`config.mk`:
```
export PLATFORM = sky130hd
export DESIGN_NAME = exec_alu_stage
export DESIGN_NICKNAME = d
export VERILOG_FILES = /design/src/rtl/exec_alu_stage.sv
export SDC_FILE = /design/constraint.sdc
export NUM_CORES = 1
export LEC_CHECK = 0
export CAP_MARGIN = 20
export CORE_ASPECT_RATIO = 1.2
export CORE_UTILIZATION = 35
export CTS_CLUSTER_DIAMETER = 60
export DETAILED_ROUTE_END_ITERATION = 6
export PLACE_DENSITY = 0.62
export REMOVE_ABC_BUFFERS = 1
export SKIP_LAST_GASP = 1
export SYNTH_ARGS = -nofsm -noshare
export SYNTH_HDL_FRONTEND = slang
export SYNTH_SLANG_ARGS = --single-unit
```
`constraint.sdc`:
```
create_clock -name clk -period 7.6 [get_ports clk]
set_input_delay 2.28 -clock clk [delete_from_list [all_inputs] [get_ports clk]]
set_output_delay 2.28 -clock clk [all_outputs]
set_load 0.05 [all_outputs]
```
`src/rtl/exec_alu_stage.sv`:
```
// RV32I execute stage: operand select, single-cycle ALU ops, 1-bit-per-cycle serial shifts,
// registered result on a valid/ready handshake. in_params = {exec_op[3:0], operand1_sel, operand2_sel}.
module exec_alu_stage #(
   parameter int XLEN = 32,
   parameter int RD_W = 5
) (
   input  logic            clk,
   input  logic            rst_n,
   input  logic            flush,
   input  logic            in_valid,
   output logic            in_ready,
   input  logic [5:0]      in_params,
   input  logic [XLEN-1:0] in_rs1,
   input  logic [XLEN-1:0] in_rs2,
   input  logic [XLEN-1:0] in_pc,
   input  logic [XLEN-1:0] in_imm,
   input  logic [RD_W-1:0] in_rd,
   output logic            out_valid,
   input  logic            out_ready,
   output logic [XLEN-1:0] out_result,
   output logic [RD_W-1:0] out_rd
);

   localparam int SHW = $clog2(XLEN);
   localparam logic [SHW-1:0] CNT_ONE  = SHW'(1);
   localparam logic [SHW-1:0] CNT_ZERO = SHW'(0);

   typedef enum logic [1:0] {
      ST_IDLE  = 2'd0,
      ST_SHIFT = 2'd1,
      ST_DONE  = 2'd2
   } state_e;

   typedef enum logic [1:0] {
      SK_SLL = 2'd0,
      SK_SRL = 2'd1,
      SK_SRA = 2'd2
   } shift_kind_e;

   state_e            state_q, state_d;
   shift_kind_e       kind_q, kind_d, kind_s;
   logic              valid_q, valid_d;
   logic [XLEN-1:0]   result_q, result_d;
   logic [RD_W-1:0]   rd_q, rd_d;
   logic [SHW-1:0]    cnt_q, cnt_d;

   logic [3:0]        exec_op_s;
   logic [2:0]        funct3_s;
   logic              f7_s;
   logic [XLEN-1:0]   op1_s, op2_s, alu_res_s;
   logic [SHW-1:0]    shamt_s;
   logic              is_shift_s, accept_s;

   function automatic logic [XLEN-1:0] shift_step(input logic [XLEN-1:0] v, input shift_kind_e k);
      logic [XLEN-1:0] r;
      case (k)
         SK_SLL:  r = {v[XLEN-2:0], 1'b0};
         SK_SRL:  r = {1'b0, v[XLEN-1:1]};
         SK_SRA:  r = {v[XLEN-1], v[XLEN-1:1]};
         default: r = v;
      endcase
      return r;
   endfunction

   assign exec_op_s  = in_params[5:2];
   assign funct3_s   = exec_op_s[2:0];
   assign f7_s       = exec_op_s[3];
   assign op1_s      = in_params[1] ? in_pc  : in_rs1;
   assign op2_s      = in_params[0] ? in_imm : in_rs2;
   assign shamt_s    = op2_s[SHW-1:0];
   assign is_shift_s = (funct3_s == 3'b001) || (funct3_s == 3'b101);

   assign in_ready   = (state_q == ST_IDLE) || ((state_q == ST_DONE) && out_ready);
   assign accept_s   = in_valid && in_ready && !flush;

   assign out_valid  = valid_q;
   assign out_result = result_q;
   assign out_rd     = rd_q;

   // Single-cycle ALU result; shifts yield op1 here, which is the shamt==0 answer.
   always_comb begin
      alu_res_s = op1_s;
      kind_s    = SK_SLL;
      case (funct3_s)
         3'b000:  alu_res_s = f7_s ? (op1_s - op2_s) : (op1_s + op2_s);
         3'b010:  alu_res_s = {{(XLEN-1){1'b0}}, ($signed(op1_s) < $signed(op2_s))};
         3'b011:  alu_res_s = {{(XLEN-1){1'b0}}, (op1_s < op2_s)};
         3'b100:  alu_res_s = op1_s ^ op2_s;
         3'b110:  alu_res_s = op1_s | op2_s;
         3'b111:  alu_res_s = op1_s & op2_s;
         default: alu_res_s = op1_s;
      endcase
      if (funct3_s == 3'b001) begin
         kind_s = SK_SLL;
      end else begin
         kind_s = f7_s ? SK_SRA : SK_SRL;
      end
   end

   // Next-state and datapath updates; result_q doubles as the shift accumulator.
   always_comb begin
      state_d  = state_q;
      valid_d  = valid_q;
      result_d = result_q;
      rd_d     = rd_q;
      cnt_d    = cnt_q;
      kind_d   = kind_q;
      if (flush) begin
         state_d = ST_IDLE;
         valid_d = 1'b0;
      end else begin
         case (state_q)
            ST_SHIFT: begin
               result_d = shift_step(result_q, kind_q);
               cnt_d    = cnt_q - CNT_ONE;
               if (cnt_q == CNT_ONE) begin
                  state_d = ST_DONE;
                  valid_d = 1'b1;
               end else begin
                  state_d = ST_SHIFT;
               end
            end
            ST_IDLE, ST_DONE: begin
               if (accept_s) begin
                  rd_d = in_rd;
                  if (is_shift_s && (shamt_s != CNT_ZERO)) begin
                     result_d = op1_s;
                     cnt_d    = shamt_s;
                     kind_d   = kind_s;
                     state_d  = ST_SHIFT;
                     valid_d  = 1'b0;
                  end else begin
                     result_d = alu_res_s;
                     state_d  = ST_DONE;
                     valid_d  = 1'b1;
                  end
               end else if ((state_q == ST_DONE) && out_ready) begin
                  state_d = ST_IDLE;
                  valid_d = 1'b0;
               end else begin
                  state_d = state_q;
               end
            end
            default: begin
               state_d = ST_IDLE;
               valid_d = 1'b0;
            end
         endcase
      end
   end

   // State and output registers with synchronous active-low reset.
   always_ff @(posedge clk) begin
      if (!rst_n) begin
         state_q  <= ST_IDLE;
         valid_q  <= 1'b0;
         result_q <= {XLEN{1'b0}};
         rd_q     <= {RD_W{1'b0}};
         cnt_q    <= CNT_ZERO;
         kind_q   <= SK_SLL;
      end else begin
         state_q  <= state_d;
         valid_q  <= valid_d;
         result_q <= result_d;
         rd_q     <= rd_d;
         cnt_q    <= cnt_d;
         kind_q   <= kind_d;
      end
   end

endmodule

```
==> flow_summary.toml, run 1 <==
[timing]
finalCritPeriodShare_pct = 81.1
rsz0062_at_grt = "no"
finalHoldViolations = 0
timing.fmax_ghz = 0.162
drv_slew = 0
period_minus_slack_ns = 6.17
relSlewSlack_pct = 24.8
tns_ns = 0
tightestPinTransition_ns = 1.12
finalClockSkew_ns = 0.00715
setup_viol = 0
setup_ws_ns = 1.43

[synthesis]
synthCells = 1229
ys_types = 74
avgSynthCellArea_sq_um = 6.96
synth_most_common_cell = "a21oi_1"
ys_async_sr_fraction_pct = 0
syn_area_sq_um = 8550
ys_top_cells_by_count = "a21oi_1 (124), o21ai_0 (116), inv_1 (104), ha_1 (101), nand2_1 (88)"
synth_top_flop_cell = "dfxtp_1"
synth-edff-count = 0
yosys_register_bits = 47
synth_top_area_share_pct = 14.8
ys_top_cells_by_area = "ha_1 (15%), dfxtp_1 (11%), mux2i_1 (8.3%), a21oi_1 (7.3%), o21ai_0 (6.8%)"
ys_seq_area_share_pct = 11.0
yosys_warnings = 0
yosysTopAreaCell = "ha_1"

[clocking]
cts_buffers = 5
clk_latency_ns = 0.31
cts_tree = "yes"
root_buffer = "clkbuf_16"
clkSinkCount = 47
cts.clk_slew.worst_paths_ns = 0.07
post_cts_buffers = 0
htreeDepth = 2
cts_hold_buffers = 0
clk_path_buf_depth = 2
cts_resized = 0

[critical_path]
arrival_ns = 3.89
r2r_end = "out_result[29]$_SDFFE_PN0P_"
cp_cell_sequence = "clkdlybuf4s50_1 > inv_1 > a21oi_1 > clkdlybuf4s50_1"
path_buf_inv = 3
r2r_slack_ns = 4.49
cp.required_ns = 5.32
crit_type = "input port to primary output"
rr_worst_depth = 9
endpoint_kind = "primary output"
critPathMaxStageDelay_ns = 0.83
crit_path_frequent_cell = "clkdlybuf4s50_1"
cp.depth = 4
setup.worst_path.start_class = "input port"
r2r_start = "state_q[0]$_SDFFE_PP0N_"
cp_top_family = "buffers and inverters"
cp_slowest_cell = "clkdlybuf4s50_1"
cp_max_fo = 4

[place]
placed_cell_area_sq_um = 10600
hpwl_um = 26100
io_buffers = 182
place_ws_ns = 1.38
gp_congestion = 0.983

[min_path]
hold_path_end = "out_valid$_SDFFE_PP0P_"
holdPathStages = 1
worstHoldStart = "out_valid$_SDFFE_PP0P_"
hp-class = "register to register"

[drt]
dr.pass1.iters = 6
wire_per_inst_um = 20.7
drt.antenna.violating_nets = 0
via_per_inst = 6.03
wirelength_um = 34500
drtIter0Drc = 761
drcViolationCount = 0
vias = 10064

[global_route]
grt_max_degree = 44
grt_first_pass_wirelength_um = 53200
grt-ovfl-total = 0
grt_antenna_before_repair = 0
grt_pass1_vias = 9630
grt_usage_pct = 27.2

[die]
start_util_pct = 35.7
ios = 183
die_x_um = 145
die_y_um = 173
fp.dieArea_sq_um = 25100
fp-row-count = 62
fp.coreArea_sq_um = 24000

[power_and_ir_drop]
power.share.clock_pct = 20.5
p_total_w = 0.00136
pwr_density_cell_nw_per_um2 = 126
p_sw_w = 0.000630
p_seq_share_pct = 21.0
p_int_w = 0.000728
swShare_pct = 46.4
share_comb_of_total_power_pct = 58.6
power.leakage_nw = 4.45
peakVddDrop_uv = 98.8

[final_layout]
final_area_sq_um = 10700
area_delta_synth_final_pct = 25.6
nets = 1595
drive_above_1_share_pct = 4.38
diodes = 0

[flow_run]
cap_violations = 0

[outcome]
status = "complete, no violations"
==> cell type report <==
type	instances	area, sq um
repair buffers	205	1970
fillers	2467	13200
inverters	104	390
well taps	320	400
clock inverters	2	37.5
flip-flops and latches	47	941
clock buffers	5	125
multi-input cells	985	6870
==> worst max path at each step <==
stage | startpoint | to | slack, ns
2_1_floorplan | out_ready | in_ready | 2.21
5_1_grt | out_ready | in_ready | 1.36
6_report | out_ready | in_ready | 1.43
4_1_cts | out_ready | in_ready | 1.44
3_3_place_gp | in_params[0] | out_result[30]$_SDFFE_PN0P_ | 1.46
3_5_place_dp | in_params[0] | out_result[30]$_SDFFE_PN0P_ | 1.38
==> per-stage QoR <==
stage	utilization [%]	instances	hold WS (ns)
CTS	44.8	1668	0.509
finish	44.8	1668	0.502
detailed placement	44.1	1661	0.490
floorplan	-	1136	0.477
global placement	44.1	1661	0.492
global route	44.8	1668	0.529
==> cell usage in the layout, fill, tap and decap left out, types with 23 or more instances in the layout <==
master and count:
a221oi_1 24, mux2i_1 71, buf_4 23, inv_1 104, clkdlybuf4s50_1 178, dfxtp_1 47
nor3_1 31, nor2b_1 23, nand2_1 88, a21oi_1 124, ha_1 101, o211ai_1 26
nor2_1 77, o21ai_0 116
==> state kept, by name, summed over array words and instances, names as in the netlist <==
signal,cells
out_valid,1
out_result,32
state_q,2
out_rd,5
kind_q,2
cnt_q,5
==> kinds of logic after synthesis <==
kind of cell	Yosys count	synth area share (%)
buffers and inverters	197	8.81
AND/OR/NAND/NOR	328	18.9
adder cells (fa/ha/maj)	103	15.2
flip-flops	47	11.0
AO/OA/AOI/OAI	463	35.5
XOR/XNOR	14	1.43
multiplexers	77	9.10
==> per-layer routing <==
layer  global-route usage, %  vias to the layer above  routed length [um]
met5                       0                        -                   0
met2                    48.7                      495               17300
li1                        -                     4767                   -
met1                    33.5                     4734               14000
met3                    2.57                       68                2190
met4                    8.95                        0                1050
==> power groups by stage <==
stage	Sequential, W	Combinational (W)	Clock (W)
6_report	0.000285	0.000795	0.000278
5_1_grt	0.000287	0.000861	0.000290
4_1_cts	0.000284	0.000785	0.000284
3_5_place_dp	0.000290	0.000780	0
3_3_place_gp	0.000290	0.000778	0
2_1_floorplan	0.000332	0.000439	0
Power figures use the tool's default switching activity.
==> run 2: changes to the inputs <==
Clock period 7.6 ns to 5.8 ns, I/O delays scaled along.
==> run 2 against run 1 <==
Combinational power rose by 35%. Core utilization rose by 0.93 points. Final cell count rose by 1.7%. Highest routed layer unchanged.
==> flow_summary.toml, run 2 (same netlist as run 1, synthesis figures left out) <==
[die]
start_util_pct = 35.7
fp.coreArea_sq_um = 24000
die_x_um = 145
fp-row-count = 62
die_y_um = 173
fp.dieArea_sq_um = 25100
ios = 183

[final_layout]
largest_register_ffs = 32
fill_cells = 2471
area_delta_synth_final_pct = 28.2
nets = 1624
final_common_cell = "clkdlybuf4s50_1"
drive_above_1_share_pct = 6.32
mostFrequentLayoutCells = "clkdlybuf4s50_1 (178), a21oi_1 (124), o21ai_0 (116), inv_1 (104), ha_1 (101)"
fin_cells = 1697
diodes = 0

[min_path]
hp-class = "register to register"

[timing]
finalHoldViolations = 0
tightestPinTransition_ns = 0.885
finalCritPeriodShare_pct = 89.1
relSlewSlack_pct = 41.0
tns_ns = 0
rsz0062_at_grt = "no"
period_minus_slack_ns = 5.17
finalClockSkew_ns = 0.00854
drv_slew = 0
setup_viol = 0
timing.fmax_ghz = 0.194

[clocking]
post_cts_buffers = 0
clkSinkCount = 47
cts_buffers = 5
htreeDepth = 2
cts_hold_buffers = 0
cts_tree = "yes"
clk_latency_ns = 0.32
cts.clk_slew.worst_paths_ns = 0.08
cts_resized = 0
clk_path_buf_depth = 2
root_buffer = "clkbuf_16"

[global_route]
use_met1_pct = 33.8
grt_first_pass_wirelength_um = 53700
use_met2_pct = 48.5
grt_pass1_vias = 9712
grt_antenna_before_repair = 1
grt-ovfl-total = 0
top_usage_layer = "met2"
grt_max_degree = 57
grt.met3_usage_pct = 2.73
grt_usage_pct = 27.6

[place]
dp.cells = 1690
hpwl_um = 26800
gp_congestion = 0.964
io_buffers = 182

[drt]
drcViolationCount = 0
wirelength_um = 34600
vias = 10101
drt.antenna.violating_nets = 0
wire_per_inst_um = 20.4
via_per_inst = 5.95
drtIter0Drc = 664
dr.pass1.iters = 7

[critical_path]
cp.required_ns = 6.04
cp_max_fo = 17
arrival_ns = 5.41
crit_type = "input port to register"
endpoint_kind = "register"
setup.worst_path.start_class = "input port"

[flow_run]
cap_violations = 0

[power_and_ir_drop]
pwr_density_cell_nw_per_um2 = 165
peakVddDrop_uv = 112
power.leakage_nw = 4.59

[outcome]
status = "complete, no violations"
run 2: cell count changes in the layout (fill, tap and decap cells not counted):
cell	before	now
buf_4	23	51
nor4_2	1	0
nor4_1	16	17
buf_12	0	1
run 2: worst paths after layout:
| check | endpoint | slack [ns] | depth (start not counted) | from |
|---|---|---|---|---|
| setup / recovery | out_result[27]$_SDFFE_PN0P_ | 0.63 | 13 | in_params[1] |
| hold / removal | out_valid$_SDFFE_PP0P_ | 0.51 | 1 | out_valid$_SDFFE_PP0P_ |
| setup reg to reg | out_result[29]$_SDFFE_PN0P_ | 2.90 | 11 | state_q[0]$_SDFFE_PP0N_ |
| hold reg to reg | out_valid$_SDFFE_PP0P_ | 0.51 | 1 | out_valid$_SDFFE_PP0P_ |
run 2: per-layer routing:
| metal | share of wire [%] | wire length (um) | vias to the layer above |
|---|---|---|---|
| li1 | - | - | 4828 |
| met1 | 42 | 14400 | 4734 |
| met2 | 49 | 17100 | 457 |
| met3 | 5.5 | 1890 | 82 |
| met4 | 3.5 | 1200 | 0 |
| met5 | 0 | 0 | - |
run 2: metrics by stage:
step | setup slack, ns | total power [W] | instance area (sq um) | utilization (%) | hold WS (ns)
after floorplan | 1.35 | 0.00101 | 8190 | - | 0.477
after global placement | 0.364 | 0.00144 | 10800 | 45.1 | 0.493
final | 0.633 | 0.00181 | 11000 | 45.7 | 0.508
after CTS | 0.636 | 0.00180 | 11000 | 45.7 | 0.516
after detailed placement | 0.319 | 0.00144 | 10800 | 45.1 | 0.498
after global routing | 0.450 | 0.00192 | 11000 | 45.7 | 0.540
run 2: cell type report:
type / instances / area [sq um] / share of cell area (%)
clock inverters: 2 / 37.5 / 0.342
well taps: 320 / 400 / 3.65
clock buffers: 5 / 125 / 1.14
repair buffers: 234 / 2200 / 20.1
multi-input cells: 985 / 6870 / 62.6
flip-flops and latches: 47 / 941 / 8.58
inverters: 104 / 390 / 3.56
run 2: power by group:
part           internal (W)  switching (W)
clock              0.000202       0.000164
combinational      0.000432       0.000642
sequential         0.000343      0.0000302
run 2: worst max-delay path, stage by stage:
cell and delay [ns]:
buf_2 0.32, buf_12 0.24, mux2_2 0.39, inv_1 0.09
ha_1 0.26, buf_4 0.17, or4_1 0.59, a21boi_0 0.25
nor3_1 0.13, nor3_1 0.48, a221oi_1 0.19, a2111o_1 0.44
o211ai_1 0.09
==> run 3: changes to the inputs <==
Settings changed: CORE_ASPECT_RATIO 1.2 to unset.
==> run 3 against run 2 <==
Die area hardly changed. Highest routed layer unchanged. Final cell count shrank 0.77%. Sequential power about the same. Largest power group unchanged. Non-clock buffer count shrank 13. Worst hold slack got worse by 0.0015 ns.
==> flow_summary.toml, run 3 (same netlist as run 1, synthesis figures left out) <==
[min_path]
holdPathStages = 1
hp-class = "register to register"
hold_path_end = "out_valid$_SDFFE_PP0P_"
worstHoldStart = "out_valid$_SDFFE_PP0P_"

[critical_path]
endpoint_kind = "register"
cp_slowest_cell = "a2111oi_0"
startpoint = "in_params[0]"
critPathMaxStageDelay_ns = 0.62
cp_max_fo = 12
setup.worst_path.start_class = "input port"
cp.required_ns = 6.00
r2r_end = "out_result[9]$_SDFFE_PN0P_"
rr_worst_depth = 9
path_buf_inv = 4
r2r_start = "state_q[0]$_SDFFE_PP0N_"
arrival_ns = 5.32
cp_cell_sequence = "buf_2 > buf_4 > buf_4 > mux2i_1 > ha_1 > a21oi_1 > o21ai_0 > inv_1 > a31oi_1 > o21ai_0 > a2111oi_0 > nor3_1 > or3_1"
crit_type = "input port to register"
r2r_slack_ns = 2.79
cp_top_family = "compound AO/OA/AOI/OAI gates"

[global_route]
grt_max_degree = 49
grt_pass1_vias = 9559
grt-ovfl-total = 0
top_usage_layer = "met2"
grt.met3_usage_pct = 3.86
grt_first_pass_wirelength_um = 53600
grt_usage_pct = 27.8
use_met1_pct = 34.6
use_met2_pct = 48.0
grt_antenna_before_repair = 0

[drt]
vias = 10074
dr.pass1.iters = 5
via_per_inst = 5.98
drtIter0Drc = 740
wirelength_um = 35000
drt.antenna.violating_nets = 0
drcViolationCount = 0
wire_per_inst_um = 20.8

[timing]
relSlewSlack_pct = 40.0
finalClockSkew_ns = 0.00413
drv_slew = 0
finalHoldViolations = 0
finalCritPeriodShare_pct = 88.3
timing.fmax_ghz = 0.195
tightestPinTransition_ns = 0.897
rsz0062_at_grt = "no"
setup_viol = 0
period_minus_slack_ns = 5.12
tns_ns = 0

[clocking]
cts_tree = "yes"
root_buffer = "clkbuf_16"
post_cts_buffers = 0
cts.clk_slew.worst_paths_ns = 0.08
cts_resized = 0
clk_latency_ns = 0.31
cts_hold_buffers = 0
clk_path_buf_depth = 2
clkSinkCount = 47
cts_buffers = 5
htreeDepth = 2

[final_layout]
final_area_sq_um = 10900
mostFrequentLayoutCells = "clkdlybuf4s50_1 (178), a21oi_1 (124), o21ai_0 (116), inv_1 (104), ha_1 (101)"
final_common_cell = "clkdlybuf4s50_1"
largest_register_ffs = 32
drive_above_1_share_pct = 5.49
area_delta_synth_final_pct = 27.2
nets = 1611
diodes = 0

[power_and_ir_drop]
power.share.clock_pct = 20.7
swShare_pct = 46.4
p_seq_share_pct = 20.7
p_int_w = 0.000968
power.leakage_nw = 4.54
p_sw_w = 0.000838
pwr_density_cell_nw_per_um2 = 166
share_comb_of_total_power_pct = 58.6
peakVddDrop_uv = 113

[die]
fp-row-count = 56
ios = 183
fp.dieArea_sq_um = 25100
start_util_pct = 36.1
die_x_um = 158
fp.coreArea_sq_um = 23700
die_y_um = 158

[place]
gp_congestion = 0.946
io_buffers = 182
placed_cell_area_sq_um = 10700
hpwl_um = 26900

[flow_run]
cap_violations = 0

[outcome]
status = "complete, no violations"
## run 3: changes by cell type in the layout (fill, tap and decap cells not counted), sizes merged
cell and delta:
buf -13, clkinv +1, clkinvlp -1, inv +1
## run 3: stage by stage
step | utilization [%] | std cells | power [W] | hold slack (ns) | worst slack (ns)
floorplan | - | 1136 | 0.00101 | 0.477 | 1.35
global placement | 45.2 | 1676 | 0.00142 | 0.487 | 0.453
detailed placement | 45.2 | 1676 | 0.00142 | 0.489 | 0.420
CTS | 45.9 | 1684 | 0.00180 | 0.508 | 0.701
global route | 45.9 | 1684 | 0.00192 | 0.543 | 0.309
finish | 45.9 | 1684 | 0.00181 | 0.507 | 0.679
## run 3: layout make-up
class | count | area [sq um]
Clock buffer | 5 | 125
Tap cell | 319 | 399
Multi-Input combinational cell | 985 | 6870
Inverter | 104 | 390
Sequential cell | 47 | 941
Fill cell | 2505 | 12800
Clock inverter | 3 | 47.5
Timing Repair Buffer | 221 | 2110
## run 3: worst register-to-register path: stages, from the launching register on
cell and delay (ns):
dfxtp_1 0.36, buf_4 0.50, nor2_1 0.12, nor3_1 0.30
o31a_1 0.66, buf_4 0.32, buf_4 0.19, nand2_1 0.15
o22ai_1 0.22, nor3_1 0.07
## run 3: power by group through the flow
stage               Combinational, W  Sequential [W]  Clock (W)
floorplan                   0.000575        0.000435          0
global placement             0.00104        0.000380          0
detailed placement           0.00104        0.000380          0
CTS                          0.00105        0.000373   0.000379
global route                 0.00115        0.000375   0.000389
finish                       0.00106        0.000374   0.000375
## run 3: layer usage
| layer | wire [um] | share of wire (%) |
|---|---|---|
| met3 | 2380 | 6.8 |
| met2 | 16500 | 47 |
| met5 | 0 | 0 |
| met4 | 1220 | 3.5 |
| met1 | 14900 | 43 |
## run 3: how the worst max path moves through the flow
stage          slack (ns)                     endpoint  cells past startpoint
2_1_floorplan        1.35  out_result[30]$_SDFFE_PN0P_                     10
3_3_place_gp         0.45  out_result[29]$_SDFFE_PN0P_                     12
3_5_place_dp         0.42  out_result[29]$_SDFFE_PN0P_                     13
4_1_cts              0.70                     in_ready                      4
5_1_grt              0.31  out_result[29]$_SDFFE_PN0P_                     13
6_report             0.68  out_result[29]$_SDFFE_PN0P_                     13
